File: config.mk
export PLATFORM = sky130hd
export DESIGN_NAME = forwarding_hazard_unit_flat
export DESIGN_NICKNAME = d
export VERILOG_FILES = /design/src/rtl/forwarding_hazard_unit_if.sv /design/src/rtl/forwarding_hazard_unit.sv /design/src/flat_wrapper.sv
export SDC_FILE = /design/constraint.sdc
export NUM_CORES = 1
export LEC_CHECK = 0
export ABC_CLOCK_PERIOD_IN_PS = 2400
export CAP_MARGIN = 20
export CORE_MARGIN = 1
export CORE_UTILIZATION = 40
export CTS_CLUSTER_DIAMETER = 200
export CTS_CLUSTER_SIZE = 30
export DETAILED_ROUTE_END_ITERATION = 6
export PLACE_DENSITY = 0.77
export SETUP_SLACK_MARGIN = 0.3
export SYNTH_ARGS = -nofsm -noshare
export SYNTH_HDL_FRONTEND = slang
export SYNTH_SLANG_ARGS = --single-unit
File: constraint.sdc
create_clock -name clk_i -period 2.4 [get_ports clk_i]
set_input_delay 0.24 -clock clk_i [delete_from_list [all_inputs] [get_ports clk_i]]
set_output_delay 0.24 -clock clk_i [all_outputs]
set_load 0.1 [all_outputs]
File: src/rtl/forwarding_hazard_unit_if.sv
// forwarding_hazard_unit_if: bundles the pipeline-side signals of the forwarding/hazard unit.
//   master: pipeline side; drives register addresses, write enables, valid and flush, and reads back the selects and stall controls
//   slave : hazard unit side; the mirror image of master
interface forwarding_hazard_unit_if #(
   parameter int ADDR_W  = 5,
   parameter int NUM_SRC = 2,
   parameter int NUM_STG = 2,
   parameter int SEL_W   = $clog2(NUM_STG + 1)
);
   logic                       id_valid_i;
   logic [NUM_SRC*ADDR_W-1:0]  id_rs_i;
   logic [NUM_SRC*ADDR_W-1:0]  ex_rs_i;
   logic [ADDR_W-1:0]          ex_rd_i;
   logic                       ex_regwrite_i;
   logic                       ex_memread_i;
   logic [NUM_STG*ADDR_W-1:0]  stg_rd_i;
   logic [NUM_STG-1:0]         stg_regwrite_i;
   logic                       flush_i;
   logic [NUM_SRC*SEL_W-1:0]   fwd_sel_o;
   logic                       stall_o;
   logic                       bubble_o;
   logic [15:0]                stall_cnt_o;
   modport master (
      output id_valid_i, id_rs_i, ex_rs_i, ex_rd_i, ex_regwrite_i, ex_memread_i,
             stg_rd_i, stg_regwrite_i, flush_i,
      input  fwd_sel_o, stall_o, bubble_o, stall_cnt_o
   );
   modport slave (
      input  id_valid_i, id_rs_i, ex_rs_i, ex_rd_i, ex_regwrite_i, ex_memread_i,
             stg_rd_i, stg_regwrite_i, flush_i,
      output fwd_sel_o, stall_o, bubble_o, stall_cnt_o
   );
endinterface

File: src/rtl/forwarding_hazard_unit.sv
// forwarding_hazard_unit: EX operand forwarding selects, load-use stall FSM and saturating stall counter.
//   clk_i, rst_i : clock and synchronous active-high reset
//   bus (slave)  : ID/EX register addresses, producer-stage writes and flush in; fwd_sel_o, stall_o, bubble_o
//                  and stall_cnt_o out
module forwarding_hazard_unit #(
   parameter int ADDR_W   = 5,
   parameter int NUM_SRC  = 2,
   parameter int NUM_STG  = 2,
   parameter int LOAD_LAT = 1,
   parameter int SEL_W    = $clog2(NUM_STG + 1)
) (
   input logic clk_i,
   input logic rst_i,
   forwarding_hazard_unit_if.slave bus
);
   typedef enum logic {IDLE, STALL} state_t;
   localparam logic [3:0] LAT_M1 = 4'(LOAD_LAT - 1);
   state_t state_q, state_d;
   logic [3:0] cnt_q, cnt_d;
   logic [15:0] stall_cnt_q, stall_cnt_d;
   logic [NUM_SRC*SEL_W-1:0] fwd_sel;
   logic use_hit, hz, stall;
   // Stages are scanned oldest to youngest so the youngest match is written last and wins.
   always_comb begin
      fwd_sel = '0;
      for (int i = 0; i < NUM_SRC; i++)
         for (int k = NUM_STG - 1; k >= 0; k--)
            if (bus.stg_regwrite_i[k] && bus.stg_rd_i[k*ADDR_W +: ADDR_W] != '0 &&
                bus.stg_rd_i[k*ADDR_W +: ADDR_W] == bus.ex_rs_i[i*ADDR_W +: ADDR_W])
               fwd_sel[i*SEL_W +: SEL_W] = SEL_W'(k + 1);
      if (rst_i) fwd_sel = '0;
   end
   always_comb begin
      use_hit = 1'b0;
      for (int i = 0; i < NUM_SRC; i++)
         use_hit = use_hit | (bus.id_rs_i[i*ADDR_W +: ADDR_W] == bus.ex_rd_i);
   end
   assign hz = bus.id_valid_i && !bus.flush_i && bus.ex_memread_i && bus.ex_regwrite_i &&
               bus.ex_rd_i != '0 && use_hit;
   // The first stall cycle is the IDLE cycle in which hz is seen; STALL covers the remaining LOAD_LAT-1.
   always_comb begin
      state_d = state_q;
      cnt_d   = cnt_q;
      stall   = 1'b0;
      if (bus.flush_i) begin
         state_d = IDLE;
         cnt_d   = '0;
      end else if (state_q == STALL) begin
         stall   = 1'b1;
         cnt_d   = cnt_q - 4'd1;
         state_d = (cnt_q == 4'd1) ? IDLE : STALL;
      end else begin
         stall = hz;
         if (hz && LOAD_LAT > 1) begin
            state_d = STALL;
            cnt_d   = LAT_M1;
         end
      end
      if (rst_i) stall = 1'b0;
      stall_cnt_d = (stall && stall_cnt_q != 16'hFFFF) ? stall_cnt_q + 16'd1 : stall_cnt_q;
   end
   always_ff @(posedge clk_i) begin
      if (rst_i) begin
         state_q     <= IDLE;
         cnt_q       <= '0;
         stall_cnt_q <= '0;
      end else begin
         state_q     <= state_d;
         cnt_q       <= cnt_d;
         stall_cnt_q <= stall_cnt_d;
      end
   end
   assign bus.fwd_sel_o   = fwd_sel;
   assign bus.stall_o     = stall;
   assign bus.bubble_o    = stall;
   assign bus.stall_cnt_o = stall_cnt_q;
endmodule

File: src/flat_wrapper.sv
// flat-port wrapper written by rule: the top's interface ports become plain ports
module forwarding_hazard_unit_flat 
#(
   parameter int ADDR_W   = 5,
   parameter int NUM_SRC  = 2,
   parameter int NUM_STG  = 2,
   parameter int LOAD_LAT = 1,
   parameter int SEL_W    = $clog2(NUM_STG + 1)
)
  (clk_i, rst_i, bus_id_valid_i, bus_id_rs_i, bus_ex_rs_i, bus_ex_rd_i, bus_ex_regwrite_i, bus_ex_memread_i, bus_stg_rd_i, bus_stg_regwrite_i, bus_flush_i, bus_fwd_sel_o, bus_stall_o, bus_bubble_o, bus_stall_cnt_o);
  forwarding_hazard_unit_if #(.ADDR_W(ADDR_W), .NUM_SRC(NUM_SRC), .NUM_STG(NUM_STG), .SEL_W(SEL_W)) bus_i ();
  input logic clk_i;
  input logic rst_i;
  input wire logic [$bits(bus_i.id_valid_i)-1:0] bus_id_valid_i;
  input wire logic [$bits(bus_i.id_rs_i)-1:0] bus_id_rs_i;
  input wire logic [$bits(bus_i.ex_rs_i)-1:0] bus_ex_rs_i;
  input wire logic [$bits(bus_i.ex_rd_i)-1:0] bus_ex_rd_i;
  input wire logic [$bits(bus_i.ex_regwrite_i)-1:0] bus_ex_regwrite_i;
  input wire logic [$bits(bus_i.ex_memread_i)-1:0] bus_ex_memread_i;
  input wire logic [$bits(bus_i.stg_rd_i)-1:0] bus_stg_rd_i;
  input wire logic [$bits(bus_i.stg_regwrite_i)-1:0] bus_stg_regwrite_i;
  input wire logic [$bits(bus_i.flush_i)-1:0] bus_flush_i;
  output wire logic [$bits(bus_i.fwd_sel_o)-1:0] bus_fwd_sel_o;
  output wire logic [$bits(bus_i.stall_o)-1:0] bus_stall_o;
  output wire logic [$bits(bus_i.bubble_o)-1:0] bus_bubble_o;
  output wire logic [$bits(bus_i.stall_cnt_o)-1:0] bus_stall_cnt_o;
  assign bus_i.id_valid_i = bus_id_valid_i;
  assign bus_i.id_rs_i = bus_id_rs_i;
  assign bus_i.ex_rs_i = bus_ex_rs_i;
  assign bus_i.ex_rd_i = bus_ex_rd_i;
  assign bus_i.ex_regwrite_i = bus_ex_regwrite_i;
  assign bus_i.ex_memread_i = bus_ex_memread_i;
  assign bus_i.stg_rd_i = bus_stg_rd_i;
  assign bus_i.stg_regwrite_i = bus_stg_regwrite_i;
  assign bus_i.flush_i = bus_flush_i;
  assign bus_fwd_sel_o = bus_i.fwd_sel_o;
  assign bus_stall_o = bus_i.stall_o;
  assign bus_bubble_o = bus_i.bubble_o;
  assign bus_stall_cnt_o = bus_i.stall_cnt_o;
  forwarding_hazard_unit #(.ADDR_W(ADDR_W), .NUM_SRC(NUM_SRC), .NUM_STG(NUM_STG), .LOAD_LAT(LOAD_LAT), .SEL_W(SEL_W)) u_core (.clk_i(clk_i), .rst_i(rst_i), .bus(bus_i));
endmodule
---- Word level (Yosys, flattened, before mapping) ----
Cells that the tools add are included.
word-level totals
  register bits after elaboration ......... 21
  bits of input ports ..................... 43
  output and inout bits ................... 22
  logic and storage cells ................. 42
cells by class
  $add $sub $neg .......................... 2
  eq/ne operators ......................... 8
  mux-type cells .......................... 9
  bitwise gates (word level) .............. 2
  reductions and logical operators ........ 18
operators with widths
  kind                   count
  $eq 5x5->1             6
  $add 16x1->16 const B  1
  $ne 16x16->1 const B   1
  $reduce_bool 5->1      3
  $logic_and 1x1->1      12
  $mux 2                 4
  $eq 4x1->1 const B     1
  $mux 1                 4
  $mux 4                 1
  $sub 4x1->4 const B    1
  $reduce_or 3->1        1
  $reduce_or 2->1        1
  $logic_not 1->1        1
  $not 1->1              1
  $or 1x1->1             1

---- Depth between registers and ports, before layout ----
Gate-level depths: netlist of run 1.
  word-level depth ........................ 10
  gate-level depth with buffers ........... 9
  mapped depth without buffers ............ 7

---- Worst setup path before layout of run 1 ----
OpenSTA, ideal clock, no wires.
  kind .................................... in2out
  from .................................... input port bus_stg_rd_i[0]
  to ...................................... output port bus_fwd_sel_o[1]
  arrival ................................. 4096 ps
  data required time ...................... 2160 ps
  path slack .............................. -1936 ps
  stages on the path ...................... 4
  path buffers ............................ 0
  path through ............................ or4_1 > o21ai_0 > nor3_1 > nor4_1
on the way
  cells in the longest elaborated chain, start to end .. 5
  elaborated cells on any way between the ends .. 6
  those cells by class .................... eq/ne (1); mux (2); reduce/logical (3)
RTL lines
  what                 RTL line                      RTL
  from (decl)          flat_wrapper.sv:20            input wire logic [$bits(bus_i.stg_rd_i)-1:0] bus_stg_rd_i;
  $reduce_bool 5->1    forwarding_hazard_unit.sv:28  if (bus.stg_regwrite_i[k] && bus.stg_rd_i[k*ADDR_W +: ADDR_W] != '0 &&
  $logic_and 1x1->1    forwarding_hazard_unit.sv:28
  $logic_and 1x1->1 *  forwarding_hazard_unit.sv:28
  $mux 2 *             forwarding_hazard_unit.sv:28
  $mux 4 *             forwarding_hazard_unit.sv:31  if (rst_i) fwd_sel = '0;
  to (decl)            flat_wrapper.sv:23            output wire logic [$bits(bus_i.fwd_sel_o)-1:0] bus_fwd_sel_o;
Mark *: on every way between the ends. The rest lies on a longest branch, timed or not.

---- Worst setup path in the final report of run 1 ----
  from .................................... input port rst_i
  to ...................................... output port bus_fwd_sel_o[3]
on the way
  cells in the longest elaborated chain, start to end .. 1
RTL lines
  what         RTL line                      RTL
  from (decl)  flat_wrapper.sv:13            input logic rst_i;
  $mux 4       forwarding_hazard_unit.sv:31
No other way between the ends.

==> results.sh, run 1 <==
export IMPL_layout_setup_ws_ns=0.360
export IMPL_final_cell_mix="buf_4 (35), xor2_1 (21), clkdlybuf4s50_1 (21)"
export IMPL_antenna_found_initial=0
export IMPL_diodes=0
export IMPL_clockRootBuffer="clkbuf_8"
export IMPL_first_global_vias=1556
export IMPL_place_gp_congestion=0.790
export IMPL_busiest_layer="met2"
export IMPL_final_area_um2=2540
export IMPL_drt_wl_total_um=4220
export IMPL_clkTransAtPathRegs_ns=0.08
export IMPL_synthTopCellsByArea="dfxtp_1 (28%), xor2_1 (12%), xnor2_1 (7.5%), or4_1 (4.5%), nand2_1 (4.0%)"
export IMPL_io_buffers=64
export IMPL_final_antenna_net_count=0
export IMPL_grt_max_degree=17
export IMPL_syn_area_um2=1510
export IMPL_die_h_um=63.5
export IMPL_p_leak_nw=1.02
export IMPL_layout_drive_gt1_share_pct=34.1
export IMPL_power_density_nw_per_um2=303
export IMPL_cp_slowest_cell="or4_4"
export IMPL_seq_area_frac_synth_pct=27.8
export IMPL_tightest_slew_ns=0.358
export IMPL_post_route_period_util_pct=85.0
export IMPL_syn_instance_count=177
export IMPL_setup_violations=0
export IMPL_min_period_ns=2.04
export IMPL_vias=1653
export IMPL_cts_inserted_buffers=3
export IMPL_peakVddDrop_mv=0.252
export IMPL_grt_overflow_total=0
export IMPL_die_x_um=63.5
export IMPL_grt_usage_pct=22.4
export IMPL_holdWs_ns=0.482
export IMPL_max_freq_mhz=490
export IMPL_hold_viol_final=0
export IMPL_hold_class="flop to flop"
export IMPL_synth_top_area_share_pct=27.8
export IMPL_routed_via_density=5.38
export IMPL_worstPathMaxFanout=2
export IMPL_status="complete, no violations"
export IMPL_maxSlewViolCount=0
export IMPL_slew_headroom_pct=76.0
export IMPL_use_met3_pct=4.53
export IMPL_place_area_um2=2420
export IMPL_ios=65
export IMPL_final_cells=307
export IMPL_detail_route_first_pass_iterations=4
export IMPL_cts_buffer_depth=2
export IMPL_area_growth_syn_to_layout_pct=68.0
export IMPL_cp_start_kind="primary input"
export IMPL_cts_tree="done"
export IMPL_grt_pass1_wl_um=7090
export IMPL_synth_top_area_cell="dfxtp_1"
export IMPL_ys_types=42
export IMPL_fillCellCount=283
export IMPL_use_met1_pct=27.4
export IMPL_rows=21
export IMPL_rsz0062_at_grt="true"
export IMPL_final_common_cell="buf_4"
export IMPL_worst_ep_arrival_time_ns=1.80
export IMPL_syn_mean_instance_area_um2=8.54
export IMPL_yosys_register_bits=21
export IMPL_cp_required_ns=2.16
export IMPL_hpwl_um=3330
export IMPL_ys_warn_count=0
export IMPL_cpPeakStageDelay_ns=0.46
export IMPL_coreArea_um2=3470
export IMPL_maxCapViolations=0
export IMPL_drt_iter0_markers=65
export IMPL_finalNetCount=308
export IMPL_initial_utilization_pct=43.6
export IMPL_clock_sinks=21
export IMPL_die_area_um2=4030
export IMPL_cp_end_kind="output pin"
export IMPL_dp_cells=300
export IMPL_finClkSkew_ns=0.00174
export IMPL_worstSetupPathType="primary input to output pin"
export IMPL_drc_errors=0
export IMPL_use_met2_pct=38.8
export IMPL_cts_hold_buf=0
export IMPL_path_cells="clkdlybuf4s15_1, buf_4, inv_8, o211ai_1, or4_4, nor4_4, buf_12"
export IMPL_clk_latency_ns=0.27
export IMPL_dp_slack_ns=0.00692
export IMPL_cts_htree_levels=1
export IMPL_syn_nets=223
export IMPL_wire_per_inst_um=13.8
-- report_power, final --
part | switching [mW] | leakage, nW | internal [mW]
combinational | 0.0861 | 0.814 | 0.105
sequential | 0.000102 | 0.179 | 0.341
clock | 0.120 | 0.0255 | 0.116
total | 0.206 | 1.02 | 0.562
-- through the flow --
stage	util (%)	setup TNS, ns	power (mW)
2_1_floorplan	-	-0.00241	0.430
3_3_place_gp	69.8	0	0.540
3_5_place_dp	69.8	0	0.543
4_1_cts	71.5	0	0.773
5_1_grt	73.2	0	0.808
6_report	73.2	0	0.769
-- synth_stat cells (all sizes together) --
master and n:
a22oi 1, o22ai 1, nor3b 1, nor2b 2, o311ai 1, and3 2, nor2 7, dfxtp 21
a31o 1, o211ai 4, or2 1, xor2 21, a21oi 10, xnor2 13, nand4 6, nand3b 1
or3 1, and4 1, buf 4, o21ai 4, nand3 6, nor4b 1, or4 10, mux2 1
o22a 1, clkbuf 1, nor4 6, o41ai 1, o31ai 8, inv 6, and2 1, ha 3
nor3 10, a2111oi 1, nand2 16, mux2i 2
-- what timing repair did --
action,in CTS,in global routing
resized for setup,25,19
setup endpoints to repair,10,15
gates cloned,0,0
pin swaps,8,8
buffers inserted,2,1
-- sequential cells by signal (all words and copies together), names as in the netlist --
register	flops
u_core.bus.stall_cnt_o	16
u_core.cnt_q	4
u_core.state_q	1
-- worst max-delay path, delay by kind of cell --
kind                   cells  cell delay, ns
buffers and inverters      4            0.70
AO/OA/AOI/OAI              1            0.10
AND/OR/NAND/NOR            2            0.74
-- path summary, 6_finish.rpt --
kind	cells past startpoint	from	to	slack [ns]
worst min register to register	1	u_core.bus.stall_cnt_o[6]$_SDFFE_PP0P_	u_core.bus.stall_cnt_o[6]$_SDFFE_PP0P_	0.48
worst max register to register	7	u_core.bus.stall_cnt_o[0]$_SDFFE_PP0P_	u_core.bus.stall_cnt_o[15]$_SDFFE_PP0P_	0.40
worst max-delay path	7	rst_i	bus_fwd_sel_o[3]	0.36
worst min-delay path	1	u_core.bus.stall_cnt_o[6]$_SDFFE_PP0P_	u_core.bus.stall_cnt_o[6]$_SDFFE_PP0P_	0.48
-- layout make-up --
cell class | instances | area [um^2] | area share [%]
multi-input cells | 145 | 1130 | 44.3
repair buffers | 85 | 825 | 32.5
flip-flops and latches | 21 | 455 | 17.9
well taps | 46 | 57.6 | 2.27
clock buffers | 3 | 41.3 | 1.63
inverters | 6 | 30.0 | 1.18
clock inverters | 1 | 5.00 | 0.197
-- metal layers --
metal	share of wire, %	wire length, um
met2	51	2170
met1	42	1780
met4	1.7	70
met3	4.7	198
met5	0	0
-- cell families (layout without fill, tap and decap cells) --
family          count (synthesis)  count (layout)  synth area share (%)
mux                             3               3                  2.32
buf+inv                        11              95                  4.47
flops                          21              21                  27.8
fa+ha+maj                       3               3                  2.48
xor+xnor                       34              34                  19.7
simple gates                   72              72                  27.7
compound gates                 33              33                  15.6
No activity file was read; power rests on OpenSTA's default activity.
==> inputs of run 2 (changes only) <==
--- a/config.mk
+++ b/config.mk
@@ -5,10 +5,10 @@
 export SDC_FILE = /design/constraint.sdc
 export NUM_CORES = 1
 export LEC_CHECK = 0
-export ABC_CLOCK_PERIOD_IN_PS = 2400
+export ABC_CLOCK_PERIOD_IN_PS = 1700
 export CAP_MARGIN = 20
 export CORE_MARGIN = 1
-export CORE_UTILIZATION = 40
+export CORE_UTILIZATION = 38
 export CTS_CLUSTER_DIAMETER = 200
 export CTS_CLUSTER_SIZE = 30
 export DETAILED_ROUTE_END_ITERATION = 6
==> constraint.sdc (replaced) <==
create_clock -name clk_i -period 1.7 [get_ports clk_i]
set_input_delay 0.17 -clock clk_i [delete_from_list [all_inputs] [get_ports clk_i]]
set_output_delay 0.17 -clock clk_i [all_outputs]
set_load 0.1 [all_outputs]
==> run 2 against run 1 <==
Against the previous run:
- the flow now finishes with violations (negative setup slack)
- die area rose by 5.1%
- combinational power rose by 85%
- critical path depth rose by 3
==> results.sh, run 2 (synthesis results as in run 1) <==
export IMPL_status="complete, but fails checks"
export IMPL_violations="negative setup slack"
export IMPL_setup_violations=20
export IMPL_drc_errors=0
export IMPL_final_cell_mix="buf_4 (73), dlygate4sd2_1 (27), xor2_1 (21)"
export IMPL_grt_pass1_wl_um=10300
export IMPL_cts_tree="done"
export IMPL_drt_wl_total_um=7980
export IMPL_hold_start="rst_i"
export IMPL_clkTransAtPathRegs_ns=0.08
export IMPL_cp_start_kind="flop"
export IMPL_total_power_mw=1.17
export IMPL_clockRootBuffer="clkbuf_8"
export IMPL_wire_per_inst_um=21.7
export IMPL_post_route_period_util_pct=115
export IMPL_cts_inserted_buffers=3
export IMPL_initial_utilization_pct=40.4
export IMPL_rows=22
export IMPL_final_cells=368
export IMPL_power_switching_uw=358
export IMPL_final_antenna_net_count=0
export IMPL_dp_slack_ns=-0.768
export IMPL_drt_iter0_markers=184
export IMPL_maxCapViolations=0
export IMPL_p_comb_share_pct=30.3
export IMPL_hpwl_um=3970
export IMPL_tightest_slew_ns=0.699
export IMPL_cp_required_ns=1.85
export IMPL_cts_buffer_depth=2
export IMPL_vias=2221
export IMPL_cts_htree_levels=1
export IMPL_hold_class="primary input to flop"
export IMPL_worst_ep_arrival_time_ns=2.11
export IMPL_finClkSkew_ns=0.00579
export IMPL_reg2reg_slack_ns=-0.26
export IMPL_coreArea_um2=3740
export IMPL_largest_reg_flops=16
export IMPL_layout_drive_gt1_share_pct=60.0
export IMPL_rsz0062_at_grt="true"
export IMPL_maxSlewViolCount=0
export IMPL_seqPwrFrac_pct=40.2
export IMPL_whs_path_depth=3
export IMPL_clk_latency_ns=0.27
export IMPL_worstPathMaxFanout=6
export IMPL_reg2regPathDepth=10
export IMPL_power_density_nw_per_um2=346
export IMPL_place_gp_congestion=0.826
export IMPL_final_common_cell="buf_4"
export IMPL_die_area_um2=4230
export IMPL_hold_viol_final=0
export IMPL_antenna_found_initial=0
export IMPL_p_leak_nw=1.39
export IMPL_detail_route_first_pass_iterations=4
export IMPL_slew_headroom_pct=52.9
export IMPL_die_x_um=65.1
export IMPL_finalNetCount=367
export IMPL_grt_usage_pct=32.0
export IMPL_first_global_vias=2144
export IMPL_clkPwrFrac_pct=29.5
export IMPL_worstSetupPathType="flop to flop"
export IMPL_routed_via_density=6.04
export IMPL_r2r_start="u_core.bus.stall_cnt_o[1]$_SDFFE_PP0P_"
export IMPL_r2r_end="u_core.bus.stall_cnt_o[4]$_SDFFE_PP0P_"
export IMPL_ios=65
export IMPL_holdWs_ns=0.456
export IMPL_cp_end_kind="flop"
export IMPL_peakVddDrop_mv=0.348
export IMPL_max_freq_mhz=510
export IMPL_grt_overflow_total=0
export IMPL_internal_power_uw=812
export IMPL_clock_sinks=21
export IMPL_power_switching_share_pct=30.6
export IMPL_hold_end="u_core.bus.stall_cnt_o[5]$_SDFFE_PP0P_"
export IMPL_diodes=0
export IMPL_io_buffers=64
export IMPL_area_growth_syn_to_layout_pct=123
export IMPL_min_period_ns=1.96
export IMPL_layout_setup_ws_ns=-0.259
export IMPL_dp_cells=336
export IMPL_grt_max_degree=18
export IMPL_die_h_um=65.1
run 2: layout make-up:
| cell class | count | area (um^2) |
|---|---|---|
| Clock buffer | 3 | 41.3 |
| Clock inverter | 1 | 5.00 |
| Fill cell | 160 | 367 |
| Inverter | 6 | 25.0 |
| Multi-Input combinational cell | 145 | 1410 |
| Sequential cell | 21 | 473 |
| Tap cell | 48 | 60.1 |
| Timing Repair Buffer | 144 | 1360 |
run 2: power by group through the flow:
| stage | Combinational [mW] | Clock [mW] | Sequential, mW |
|---|---|---|---|
| after floorplan | 0.121 | 0 | 0.483 |
| after global placement | 0.298 | 0 | 0.482 |
| after detailed placement | 0.307 | 0 | 0.482 |
| after CTS | 0.316 | 0.336 | 0.471 |
| after global routing | 0.366 | 0.372 | 0.471 |
| final | 0.354 | 0.345 | 0.471 |
run 2: per-stage QoR:
stage | instance area (um^2) | setup TNS [ns] | util (%)
floorplan | 1710 | -3.29 | -
global placement | 2830 | -10.31 | 75.5
detailed placement | 2830 | -11.91 | 75.5
CTS | 3160 | -1.74 | 84.3
global route | 3380 | -4.19 | 90.2
finish | 3380 | -3.01 | 90.2
run 2: how the worst max path moves through the flow:
stage                                                 from                                     end  depth (start not counted)
global placement                            bus_ex_rd_i[1]  u_core.bus.stall_cnt_o[4]$_SDFFE_PP0P_                          9
global route        u_core.bus.stall_cnt_o[1]$_SDFFE_PP0P_  u_core.bus.stall_cnt_o[4]$_SDFFE_PP0P_                         10
floorplan                                  bus_stg_rd_i[0]                        bus_fwd_sel_o[1]                          4
CTS                 u_core.bus.stall_cnt_o[1]$_SDFFE_PP0P_  u_core.bus.stall_cnt_o[7]$_SDFFE_PP0P_                          8
detailed placement                          bus_ex_rd_i[1]  u_core.bus.stall_cnt_o[4]$_SDFFE_PP0P_                          9
finish              u_core.bus.stall_cnt_o[1]$_SDFFE_PP0P_  u_core.bus.stall_cnt_o[4]$_SDFFE_PP0P_                         10
run 2: repair_timing:
action	CTS	global route
pin swaps	29	17
gates resized for setup	106	33
setup buffers	20	8
setup endpoints to repair	22	23
hold buffers	0	0
run 2: worst max-delay path: stages (launching register included):
cell and delay (ns):
dfxtp_4 0.36, ha_4 0.16, nand4_1 0.10, nor4_2 0.06, or2_1 0.26, o22a_4 0.24, buf_6 0.13, buf_4 0.14
buf_6 0.11, o211ai_1 0.20, o31ai_1 0.09
run 2: routing by layer:
layer  track usage (%)  routed length, um  up-vias
li1                  -                  -      948
met1              35.9               2940     1074
met2              58.7               4060      155
met3              7.39                636       44
met4              10.6                349        0
met5                 0                  0        -
